**src/rtl/nibble_serial_cmp_pkg.sv**
```systemverilog
// Shared definitions for the serial nibble comparator: FSM states, cascade codes, limits.
// The cascade-input decode is used only when CMP_CASCADE_IN_EN is defined.
package nibble_serial_cmp_pkg;

   typedef enum logic {
      IDLE = 1'b0,
      RUN  = 1'b1
   } state_t;

   localparam int unsigned CASC_W      = 3;
   localparam int unsigned NIBBLES_MAX = 16;

   // Cascade code ordering is {gt, eq, lt}
   localparam logic [CASC_W-1:0] CASC_GT = 3'b100;
   localparam logic [CASC_W-1:0] CASC_EQ = 3'b010;
   localparam logic [CASC_W-1:0] CASC_LT = 3'b001;

   // 74HC85 cascade-input decode: EQ dominates, the two illegal combos map to 101 / 000
   function automatic logic [CASC_W-1:0] decode_cascade_in(input logic gt,
                                                           input logic eq,
                                                           input logic lt);
      logic [CASC_W-1:0] code;
      code = CASC_EQ;
      if (!eq) begin
         case ({gt, lt})
            2'b10:   code = CASC_GT;
            2'b01:   code = CASC_LT;
            2'b00:   code = 3'b101;
            default: code = 3'b000;
         endcase
      end
      return code;
   endfunction

endpackage

```
**src/rtl/nibble_cmp4.sv**
```systemverilog
// Combinational 4-bit magnitude compare; equal nibbles pass the lower-order cascade through.
module nibble_cmp4
   import nibble_serial_cmp_pkg::*;
(
   input  logic [3:0]        a,
   input  logic [3:0]        b,
   input  logic [CASC_W-1:0] casc_in,
   output logic [CASC_W-1:0] casc_out_c
);

   always_comb begin
      casc_out_c = casc_in;
      if (a > b) begin
         casc_out_c = CASC_GT;
      end else if (a < b) begin
         casc_out_c = CASC_LT;
      end
   end

endmodule

```
**src/rtl/nibble_serial_cmp.sv**
```systemverilog
// Serial wide magnitude comparator, operands streamed LSB-nibble first.
// Define CMP_CASCADE_IN_EN to add I_GT/I_EQ/I_LT cascade inputs for chaining instances.
module nibble_serial_cmp
   import nibble_serial_cmp_pkg::*;
#(
   parameter int unsigned NIBBLES = 4
) (
   input  logic       CLK,
   input  logic       CLR_N,
   input  logic       START,
   input  logic       VALID,
   input  logic [3:0] A,
   input  logic [3:0] B,
`ifdef CMP_CASCADE_IN_EN
   input  logic       I_GT,
   input  logic       I_EQ,
   input  logic       I_LT,
`endif
   output logic       Q_GT,
   output logic       Q_EQ,
   output logic       Q_LT,
   output logic       BUSY,
   output logic       DONE
);

   localparam int unsigned CNT_W = (NIBBLES > 1) ? $clog2(NIBBLES) : 1;
   localparam logic [CNT_W-1:0] LAST = CNT_W'(NIBBLES - 1);

   state_t            state_q, state_d;
   logic [CNT_W-1:0]  cnt_q, cnt_d;
   logic [CASC_W-1:0] casc_q, casc_d;
   logic [CASC_W-1:0] res_q, res_d;
   logic              done_q, done_d;
   logic              busy_q, busy_d;

   logic [CASC_W-1:0] start_casc;
   logic [CASC_W-1:0] cmp_in;
   logic [CASC_W-1:0] casc_nxt;
   logic [CNT_W-1:0]  cmp_cnt;
   logic              accept;

`ifdef CMP_CASCADE_IN_EN
   assign start_casc = decode_cascade_in(I_GT, I_EQ, I_LT);
`else
   assign start_casc = CASC_EQ;
`endif

   // START overrides the running context so a restart consumes nibble 0 in the same cycle
   always_comb begin
      cmp_in  = casc_q;
      cmp_cnt = cnt_q;
      accept  = 1'b0;
      if (START) begin
         cmp_in  = start_casc;
         cmp_cnt = '0;
         accept  = VALID;
      end else if (state_q == RUN) begin
         accept  = VALID;
      end
   end

   nibble_cmp4 u_cmp (
      .a          (A),
      .b          (B),
      .casc_in    (cmp_in),
      .casc_out_c (casc_nxt)
   );

   always_comb begin
      state_d = state_q;
      cnt_d   = cnt_q;
      casc_d  = casc_q;
      res_d   = res_q;
      done_d  = 1'b0;
      if (START) begin
         state_d = RUN;
         cnt_d   = '0;
         casc_d  = start_casc;
      end
      if (accept) begin
         casc_d = casc_nxt;
         if (cmp_cnt == LAST) begin
            res_d   = casc_nxt;
            done_d  = 1'b1;
            state_d = IDLE;
            cnt_d   = '0;
         end else begin
            cnt_d = cmp_cnt + CNT_W'(1);
         end
      end
      busy_d = (state_d == RUN);
   end

   always_ff @(posedge CLK or negedge CLR_N) begin
      if (!CLR_N) begin
         state_q <= IDLE;
         cnt_q   <= '0;
         casc_q  <= CASC_EQ;
         res_q   <= '0;
         done_q  <= 1'b0;
         busy_q  <= 1'b0;
      end else begin
         state_q <= state_d;
         cnt_q   <= cnt_d;
         casc_q  <= casc_d;
         res_q   <= res_d;
         done_q  <= done_d;
         busy_q  <= busy_d;
      end
   end

   assign Q_GT = res_q[2];
   assign Q_EQ = res_q[1];
   assign Q_LT = res_q[0];
   assign BUSY = busy_q;
   assign DONE = done_q;

endmodule

```
**config.mk**
```make
export PLATFORM = sky130hd
export DESIGN_NAME = nibble_serial_cmp
export DESIGN_NICKNAME = d
export VERILOG_FILES = /design/src/rtl/nibble_serial_cmp_pkg.sv /design/src/rtl/nibble_cmp4.sv /design/src/rtl/nibble_serial_cmp.sv
export SDC_FILE = /design/constraint.sdc
export NUM_CORES = 1
export LEC_CHECK = 0
export CORE_UTILIZATION = 30
export DETAILED_ROUTE_END_ITERATION = 12
export GPL_TIMING_DRIVEN = 0
export PLACE_DENSITY = 0.6
export SLEW_MARGIN = 40
export SYNTH_ARGS = -nofsm -noshare
export SYNTH_HDL_FRONTEND = slang
export SYNTH_SLANG_ARGS = --single-unit
```
**constraint.sdc**
```tcl
create_clock -name CLK -period 2.1 [get_ports CLK]
set_clock_uncertainty 0.15 [all_clocks]
set_input_delay 0.42 -clock CLK [delete_from_list [all_inputs] [get_ports CLK]]
set_output_delay 0.42 -clock CLK [all_outputs]
set_load 0.02 [all_outputs]
```
**Yosys cells after proc, flatten, opt, wreduce, memory -nomap -nowiden**

Index checks and enable logic that the tools add are counted.

- Add/sub/neg operators: 1
- Order comparisons: 2
- Equality and inequality tests: 1
- Mux-type cells: 14
- Reduce and logical (&&, ||, !) cells: 1

Operators by type and width:

| operator | count |
|---|---|
| 3-bit two-way mux | 4 |
| 1-bit two-way mux | 7 |
| 2-bit two-way mux | 3 |
| 4-bit > comparator | 1 |
| 4-bit < comparator | 1 |
| 2-bit by 1-bit adder with 2-bit output (second input constant) | 1 |
| 2-bit == test (second input constant) | 1 |
| 2-bit AND reduction | 1 |

- Bits in registers: 10
- Input bits: 12
- Output and inout bits: 5
- Logic and storage cells: 24

**Depth between registers and ports, before layout**

Gate-level depths: netlist of run 1.

- Word-level depth: 4
- Depth in mapped cells: 7
- Mapped depth without buffers: 7

**Cells and area by module**

Synthesis of run 1 repeated with hierarchy kept, for this count alone.

- Cells, all modules: 52
- Area, all modules: 609.3 um2

By module, submodules not included:

| module | instances | cells an instance | area each (um2) | sequential area each (um2) |
|---|---|---|---|---|
| nibble_serial_cmp | 1 | 35 | 471.7 | 251.5 |
| nibble_cmp4 | 1 | 17 | 137.6 | 0.0 |

**Worst setup path after synthesis of run 1**

OpenSTA, ideal clock, no wires.

- Path type: input -> register
- Start point: in START
- End point: reg res_q[2]
- Setup time: 0.121 ns
- Arrival: 1.290 ns
- Required time: 1.829 ns
- Setup slack: 0.539 ns
- Stages on the path: 5
- Buffers on the path: 0
- Path through: and2b_1 > ha_1 > nand2_1 > or2_4 > a22o_1

- Cells in the longest elaborated chain, start to end: 3
- Elaborated cells between the ends (all ways): 7
- Classes of those cells: eq/ne (1); mux (5); reduce/logical (1)

RTL lines:

| element | RTL line | text |
|---|---|---|
| start: declaration | nibble_serial_cmp.sv:10 | `input logic START,` |
| 2-bit two-way mux or 3-bit two-way mux (tied branches) | n/a |  |
| 2-bit == test or 3-bit two-way mux (tied branches) | nibble_serial_cmp.sv:82, nibble_cmp4.sv:15 |  |
| 2-bit AND reduction (no line) or 3-bit two-way mux (tied branches) | n/a |  |
| end signal: assignment | nibble_serial_cmp.sv:106 | `res_q <= res_d;` |
| end: declaration | nibble_serial_cmp.sv:32 | `logic [CASC_W-1:0] res_q, res_d;` |

Parallel ways exist; a longest one is shown, timed or not.
A chain may end at the register's enable or synchronous reset.

**Worst setup path in the final report of run 1**

Ends and elaborated chain as after synthesis.

==> metrics.md, run 1 <==
| Metric | Value |
|---|---|
| Status | complete, but fails checks |
| Violated checks | design-rule violations |
| Maximum VDD drop | 0.000548 V |
| Remaining global-route overflow | 0 |
| Clock Latency Late Sink | 0.27 ns |
| WHS | 0.307 ns |
| Worst min path class | in2async |
| Reg-to-reg slack, setup | 0.64 ns |
| Worst relative slew slack | 67.5% |
| Final std cells w/o fill | 90 |
| Area grow syn2layout | 41.9% |
| Buffer depth of the longest clock path | 2 |
| Starting Density | 33.5% |
| Ys Warns | 0 |
| ANT nets after route | 0 |
| Power Total | 557 uW |
| Number of post-CTS setup repair buffers | 0 |
| Worst Setup End Kind | register |
| Synth async-reset ratio | 100% |
| Area of the multi-input gates | 248 um^2 |
| Die ar. | 1910 um^2 |
| H-tree lvl count | 1 |
| Filler Cell Count | 146 |
| Yosys reg bits | 10 |
| Num rows | 14 |
| Max FO, Critical Path | 7 |
| Pwr Density | 750 nW/um^2 |
| Number of flops mapped to enable cells by yosys | 0 |
| Register area share after synthesis | 48.1% |
| Slowest stage delay, CP | 0.51 ns |
| Syn avg cell area | 9.69 um^2 |
| Core area | 1560 um^2 |
| Die H | 43.8 um |
| Initial antenna violation count | 0 |
| Starting DRT DRC Count | 8 |
| Final hold vios | 0 |
| Layout cell share with drive strength beyond 1 | 12.2% |
| Placement Setup Slack | -0.0928 ns |
| Crit path DAT | 1.93 ns |
| Total CTS buffers | 3 |
| RSZ-0062 raised after global routing | no |
| Resized cells post-CTS | 0 |
| First-pass GRT wire length | 1610 um |
| Syn Std Cell Area | 523 um^2 |
| Yosys cell types | 20 |
| Vias in the first global route | 356 |
| Final setup fails | 0 |
| R2R Path Start | cnt_q[0]$_DFF_PN0_ |
| GPL Wtd Cong | 0.634 |
| Critical Path End | res_q[2]$_DFFE_PN0P_ |
| Max-Cap Viols | 0 |
| Syn Inst Count | 54 |
| Final WL | 962 um |
| Placed cell count | 86 |
| Post-route minimum period | 1.92 ns |
| Drt wl/cell | 10.7 um |
| Die Wd | 43.8 um |
| NumNets Final | 92 |
| Residual DRC count | 1 |
| CTS tree | done |
| Largest net degree at the start of global routing | 11 |
| Post-DP HPWL | 785 um |
| P_leak | 0.000350 uW |
| Startpoint Class | input port |
| Main synth FF type | dfrtp_1 |
| Final worst-path setup slack | 0.176 ns |
| I/O pins | 17 |
| Worst-path clk slew | 0.07 ns |
| Register Area | 251 um^2 |
| Max-slew violations | 0 |
| Slowest cell on crit path | clkdlybuf4s50_1 |
| Vias | 424 |
| # clock sinks | 10 |
| DR pass1 iterations | 8 |
| Cell chain of the critical path | clkdlybuf4s50_1 > and2b_1 > ha_1 > nand2_1 > or2_4 > a22o_1 |
| Diode count | 0 |
| Fmax | 0.520 GHz |
| Least-Margin Pin Slew | 0.484 ns |
| Critical path type | in2reg |
| Gr usage total | 11.9% |
| Root Driver | clkbuf_4 |
| Port bufs | 16 |
| Utilization after layout | 47.6% |
| Required time worst endpoint | 2.10 ns |
| Hold Buf Count CTS | 0 |
| FF-to-FF End | res_q[2]$_DFFE_PN0P_ |
| Mapped Nets | 71 |
| Crit share post-route | 91.6% |
| Worst r2r path cells | 5 |
| Routed vias/inst | 4.71 |
| Crit. Startpoint | START |
-- placed cells by master, fill, tap and decap left out --
cell             instances
o21ai_1                  1
a21oi_1                  5
dfrtp_1                  9
nor2_1                   3
nor2_2                   1
o31ai_1                  1
and2b_1                  3
a22o_1                   1
clkbuf_4                 3
nand3b_1                 1
inv_1                    6
inv_2                    1
clkbuf_8                 1
o21a_1                   1
dfstp_2                  1
o21ai_0                  4
mux2_2                   1
a31oi_1                  1
xnor2_1                  1
nand2_1                  6
clkdlybuf4s50_1         16
nand2b_1                 1
ha_1                     5
or2_4                    1
-- metal layers --
| metal | part of all wire [%] | global-route usage, % | up-vias |
|---|---|---|---|
| li1 | - | - | 223 |
| met1 | 47 | 15.1 | 189 |
| met2 | 48 | 17.3 | 10 |
| met3 | 3.4 | 5.00 | 2 |
| met4 | 1.2 | 5.63 | 0 |
| met5 | 0 | 0 | - |
-- state kept, by name (all words and copies together), names as in the netlist --
register / count
DONE: 1
res_q: 3
BUSY: 1
cnt_q: 2
casc_q: 3
-- synthesized netlist by cell type, types with 3 or more instances --
cell / number / area, um^2
and2b_1: 3 / 22.5
o21ai_0: 4 / 20.0
nor2_1: 4 / 15.0
inv_1: 6 / 22.5
dfrtp_1: 9 / 225
ha_1: 5 / 62.6
a21oi_1: 5 / 25.0
nand2_1: 6 / 22.5
-- cell families (layout without fill, tap and decap cells) --
kind of cell | Yosys count | count (layout) | synth area share [%]
buffers and inverters | 7 | 27 | 5.02
AO/OA/AOI/OAI | 14 | 14 | 15.3
XOR/XNOR | 1 | 1 | 1.67
multiplexers | 1 | 1 | 2.15
AND/OR/NAND/NOR | 16 | 16 | 15.8
flip-flops | 10 | 10 | 48.1
adder cells (fa/ha/maj) | 5 | 5 | 12.0
-- worst min path at each step --
| stage | startpoint | to | slack, ns |
|---|---|---|---|
| finish | CLR_N | casc_q[2]$_DFF_PN0_ | 0.31 |
| global route | CLR_N | cnt_q[1]$_DFF_PN0_ | 0.34 |
| CTS | CLR_N | cnt_q[1]$_DFF_PN0_ | 0.32 |
| detailed placement | res_q[2]$_DFFE_PN0P_ | res_q[2]$_DFFE_PN0P_ | 0.35 |
| global placement | res_q[1]$_DFFE_PN0P_ | res_q[1]$_DFFE_PN0P_ | 0.32 |
| floorplan | CLR_N | BUSY$_DFF_PN0_ | -0.03 |
-- power breakdown --
part | internal (uW) | switching (uW) | total [uW]
Clock | 105 | 66.6 | 172
Combinational | 79.9 | 69.3 | 149
Sequential | 224 | 11.1 | 235
-- cell type report --
cell class,instances,area share (%)
timing repair buffer,16,21.6
sequential,10,33.9
multi-input combinational,37,33.4
tap,16,2.70
inverter,7,3.54
clock buffer,4,4.89
-- through the flow --
stage          setup TNS (ns)  instance area (um^2)
3_5_place_dp           -0.259                   703
6_report                    0                   742
5_1_grt                     0                   742
4_1_cts                     0                   739
2_1_floorplan               0                   523
3_3_place_gp           -0.203                   703
-- critical path: cells and delay by family --
family	cells	cell delay (ns)
AOI/OAI and AO/OA	1	0.23
adders and majority gates	1	0.18
and+or+nand+nor	3	0.60
buffers and inverters	1	0.51
Power figures use the tool's default switching activity.
==> run 2: changes to the inputs <==
- ABC_AREA: default -> 0
==> results of run 2 <==
Same layout as run 1: the final DEF is identical, and so are final timing and power.
==> run 3: changes to the inputs <==
- PLACE_DENSITY: 0.6 -> 0.62
- clock period: 2.1 -> 1.6 ns (I/O delays scaled with it)
==> metrics.md, run 3 (synthesized netlist as in run 1, its figures left out) <==
| Metric | Value |
|---|---|
| Status | complete, no violations (was complete, but fails checks) |
| Vias | 431 (was 424) |
| Required time worst endpoint | 1.63 ns (was 2.10 ns) |
| Worst relative slew slack | 69.1% (was 67.5%) |
| Reg-to-reg slack, setup | 0.16 ns (was 0.64 ns) |
| Worst r2r path cells | 2 (was 5) |
| Regs by FF count | casc_q (3), res_q (3), cnt_q (2) (unchanged) |
| Clock Latency Late Sink | 0.26 ns (was 0.27 ns) |
| H-tree lvl count | 1 (unchanged) |
| ANT nets after route | 0 (unchanged) |
| Critical path type | in2reg (unchanged) |
| Fmax | 0.630 GHz |
| Area grow syn2layout | 49.3% (was 41.9%) |
| Core area | 1560 um^2 (unchanged) |
| Vias in the first global route | 366 (was 356) |
| WHS | 0.219 ns (was 0.307 ns) |
| Least-Margin Pin Slew | 0.460 ns (was 0.484 ns) |
| I/O pins | 17 (unchanged) |
| RSZ-0062 raised after global routing | yes (was no) |
| Worst-path clk slew | 0.06 ns (was 0.07 ns) |
| Starting DRT DRC Count | 1 (was 8) |
| Die Wd | 43.8 um (unchanged) |
| Layout cell share with drive strength beyond 1 | 25.7% (was 12.2%) |
| Slowest stage delay, CP | 0.45 ns (was 0.51 ns) |
| Total CTS buffers | 3 (unchanged) |
| Pwr Density | 884 nW/um^2 (was 750 nW/um^2) |
| Final worst-path setup slack | 0.0115 ns (was 0.176 ns) |
| Final WL | 944 um (was 962 um) |
| Buffer depth of the longest clock path | 2 (unchanged) |
| Post-route minimum period | 1.59 ns |
| Maximum VDD drop | 0.000577 V (was 0.000548 V) |
| Worst Setup End Kind | register (unchanged) |
| Commonest non-fill, non-tap cell in the layout | clkdlybuf4s50_1 (unchanged) |
| Post-DP HPWL | 722 um (was 785 um) |
| DR pass1 iterations | 2 (was 8) |
| R2R Path Start | BUSY$_DFF_PN0_ (was cnt_q[0]$_DFF_PN0_) |
| Diode count | 0 (unchanged) |
| Root Driver | clkbuf_4 (unchanged) |
| Hold Buf Count CTS | 0 (unchanged) |
| Max-slew violations | 0 (unchanged) |
| Gr usage total | 11.4% (was 11.9%) |
| Max FO, Critical Path | 5 (was 7) |
| Final hold vios | 0 (unchanged) |
| FF-to-FF End | cnt_q[1]$_DFF_PN0_ (was res_q[2]$_DFFE_PN0P_) |
| Crit-path leading delay family | buffers and inverters (was simple AND/OR/NAND/NOR gates) |
| Drt wl/cell | 10.5 um (was 10.7 um) |
| Worst min path class | in2async (unchanged) |
| GPL Wtd Cong | 0.674 (was 0.634) |
| Initial antenna violation count | 0 (unchanged) |
| # clock sinks | 10 (unchanged) |
| Number of post-CTS setup repair buffers | 0 (unchanged) |
| Crit path DAT | 1.62 ns (was 1.93 ns) |
| Cell chain of the critical path | clkdlybuf4s50_1 > inv_1 > ha_4 > nand2_4 > nor2_4 > nand2_2 > o31ai_2 (was clkdlybuf4s50_1 > and2b_1 > ha_1 > nand2_1 > or2_4 > a22o_1) |
| Placement Setup Slack | -0.476 ns (was -0.0928 ns) |
| NumNets Final | 92 (unchanged) |
| Crit path depth | 7 (was 6) |
| Die H | 43.8 um (unchanged) |
| Crit share post-route | 99.3% |
| Die ar. | 1910 um^2 (unchanged) |
| Starting Density | 33.5% (unchanged) |
| Startpoint Class | input port (unchanged) |
| Slowest cell on crit path | clkdlybuf4s50_1 (unchanged) |
| Port bufs | 16 (unchanged) |
| Commonest cells after routing, fill and taps aside | clkdlybuf4s50_1 (10), dfrtp_1 (9), inv_1 (6) (was clkdlybuf4s50_1 (16), dfrtp_1 (9), inv_1 (6), nand2_1 (6)) |
| Max-Cap Viols | 0 (unchanged) |
| Buffer and inverter count on the worst path | 2 (was 1) |
| Final setup fails | 0 (unchanged) |
| P_leak | 0.000364 uW (was 0.000350 uW) |
| Remaining global-route overflow | 0 (unchanged) |
| Largest net degree at the start of global routing | 11 (unchanged) |
| CTS tree | done (unchanged) |
| Residual DRC count | 0 (was 1) |
| Num rows | 14 (unchanged) |
| Routed vias/inst | 4.79 (was 4.71) |
| First-pass GRT wire length | 1530 um (was 1610 um) |
| Filler Cell Count | 147 (was 146) |
| Post-route setup TNS | 0 ns (unchanged) |
==> run 3: how the worst max path moves through the flow <==
stage | from | to | slack (ns)
CTS | B[1] | res_q[1]$_DFFE_PN0P_ | 0.01
detailed placement | START | res_q[2]$_DFFE_PN0P_ | -0.48
global route | B[3] | res_q[1]$_DFFE_PN0P_ | -0.06
global placement | START | res_q[2]$_DFFE_PN0P_ | -0.49
finish | B[3] | res_q[1]$_DFFE_PN0P_ | 0.01
floorplan | START | res_q[2]$_DFFE_PN0P_ | 0.14
==> run 3: per-stage QoR <==
stage / util (%) / area [um^2] / total power (uW) / cells
global route: 50.1 / 781 / 738 / 90
global placement: 45.1 / 703 / 508 / 86
detailed placement: 45.1 / 703 / 513 / 86
finish: 50.1 / 781 / 690 / 90
floorplan: - / 523 / 416 / 54
CTS: 48.2 / 752 / 688 / 90
==> run 3: worst reg2reg max path, cell delays in order, from the launching register on <==
cell and delay (ns):
dfrtp_1 0.40, o21ai_1 0.39, mux2_2 0.39
==> run 3: layout make-up <==
| cell class | count | area [um^2] | area share, % |
|---|---|---|---|
| Sequential cell | 10 | 251 | 32.2 |
| Inverter | 7 | 26.3 | 3.37 |
| Timing Repair Buffer | 16 | 149 | 19.1 |
| Clock buffer | 4 | 26.3 | 3.37 |
| Tap cell | 16 | 20.0 | 2.56 |
| Multi-Input combinational cell | 37 | 308 | 39.4 |
==> run 3: routing by layer <==
| layer | up-vias | share of wire (%) | GRT usage (%) |
|---|---|---|---|
| li1 | 220 | - | - |
| met1 | 202 | 47 | 15.0 |
| met2 | 9 | 48 | 15.8 |
| met3 | 0 | 4.8 | 6.25 |
| met4 | 0 | 0 | 3.75 |
| met5 | - | 0 | 0 |
==> run 3: what timing repair did <==
| action | CTS | global route |
|---|---|---|
| pin swaps | 1 | 1 |
| endpoints found under the setup margin | 12 | 3 |
| resized for setup | 13 | 9 |
| gates cloned | 0 | 0 |
| hold endpoints to repair | 0 | 0 |
==> run 3: power breakdown <==
group,switching [uW],internal (uW)
Clock,80.0,96.1
Sequential,15.6,295
Combinational,104,99.4
Total,199,490
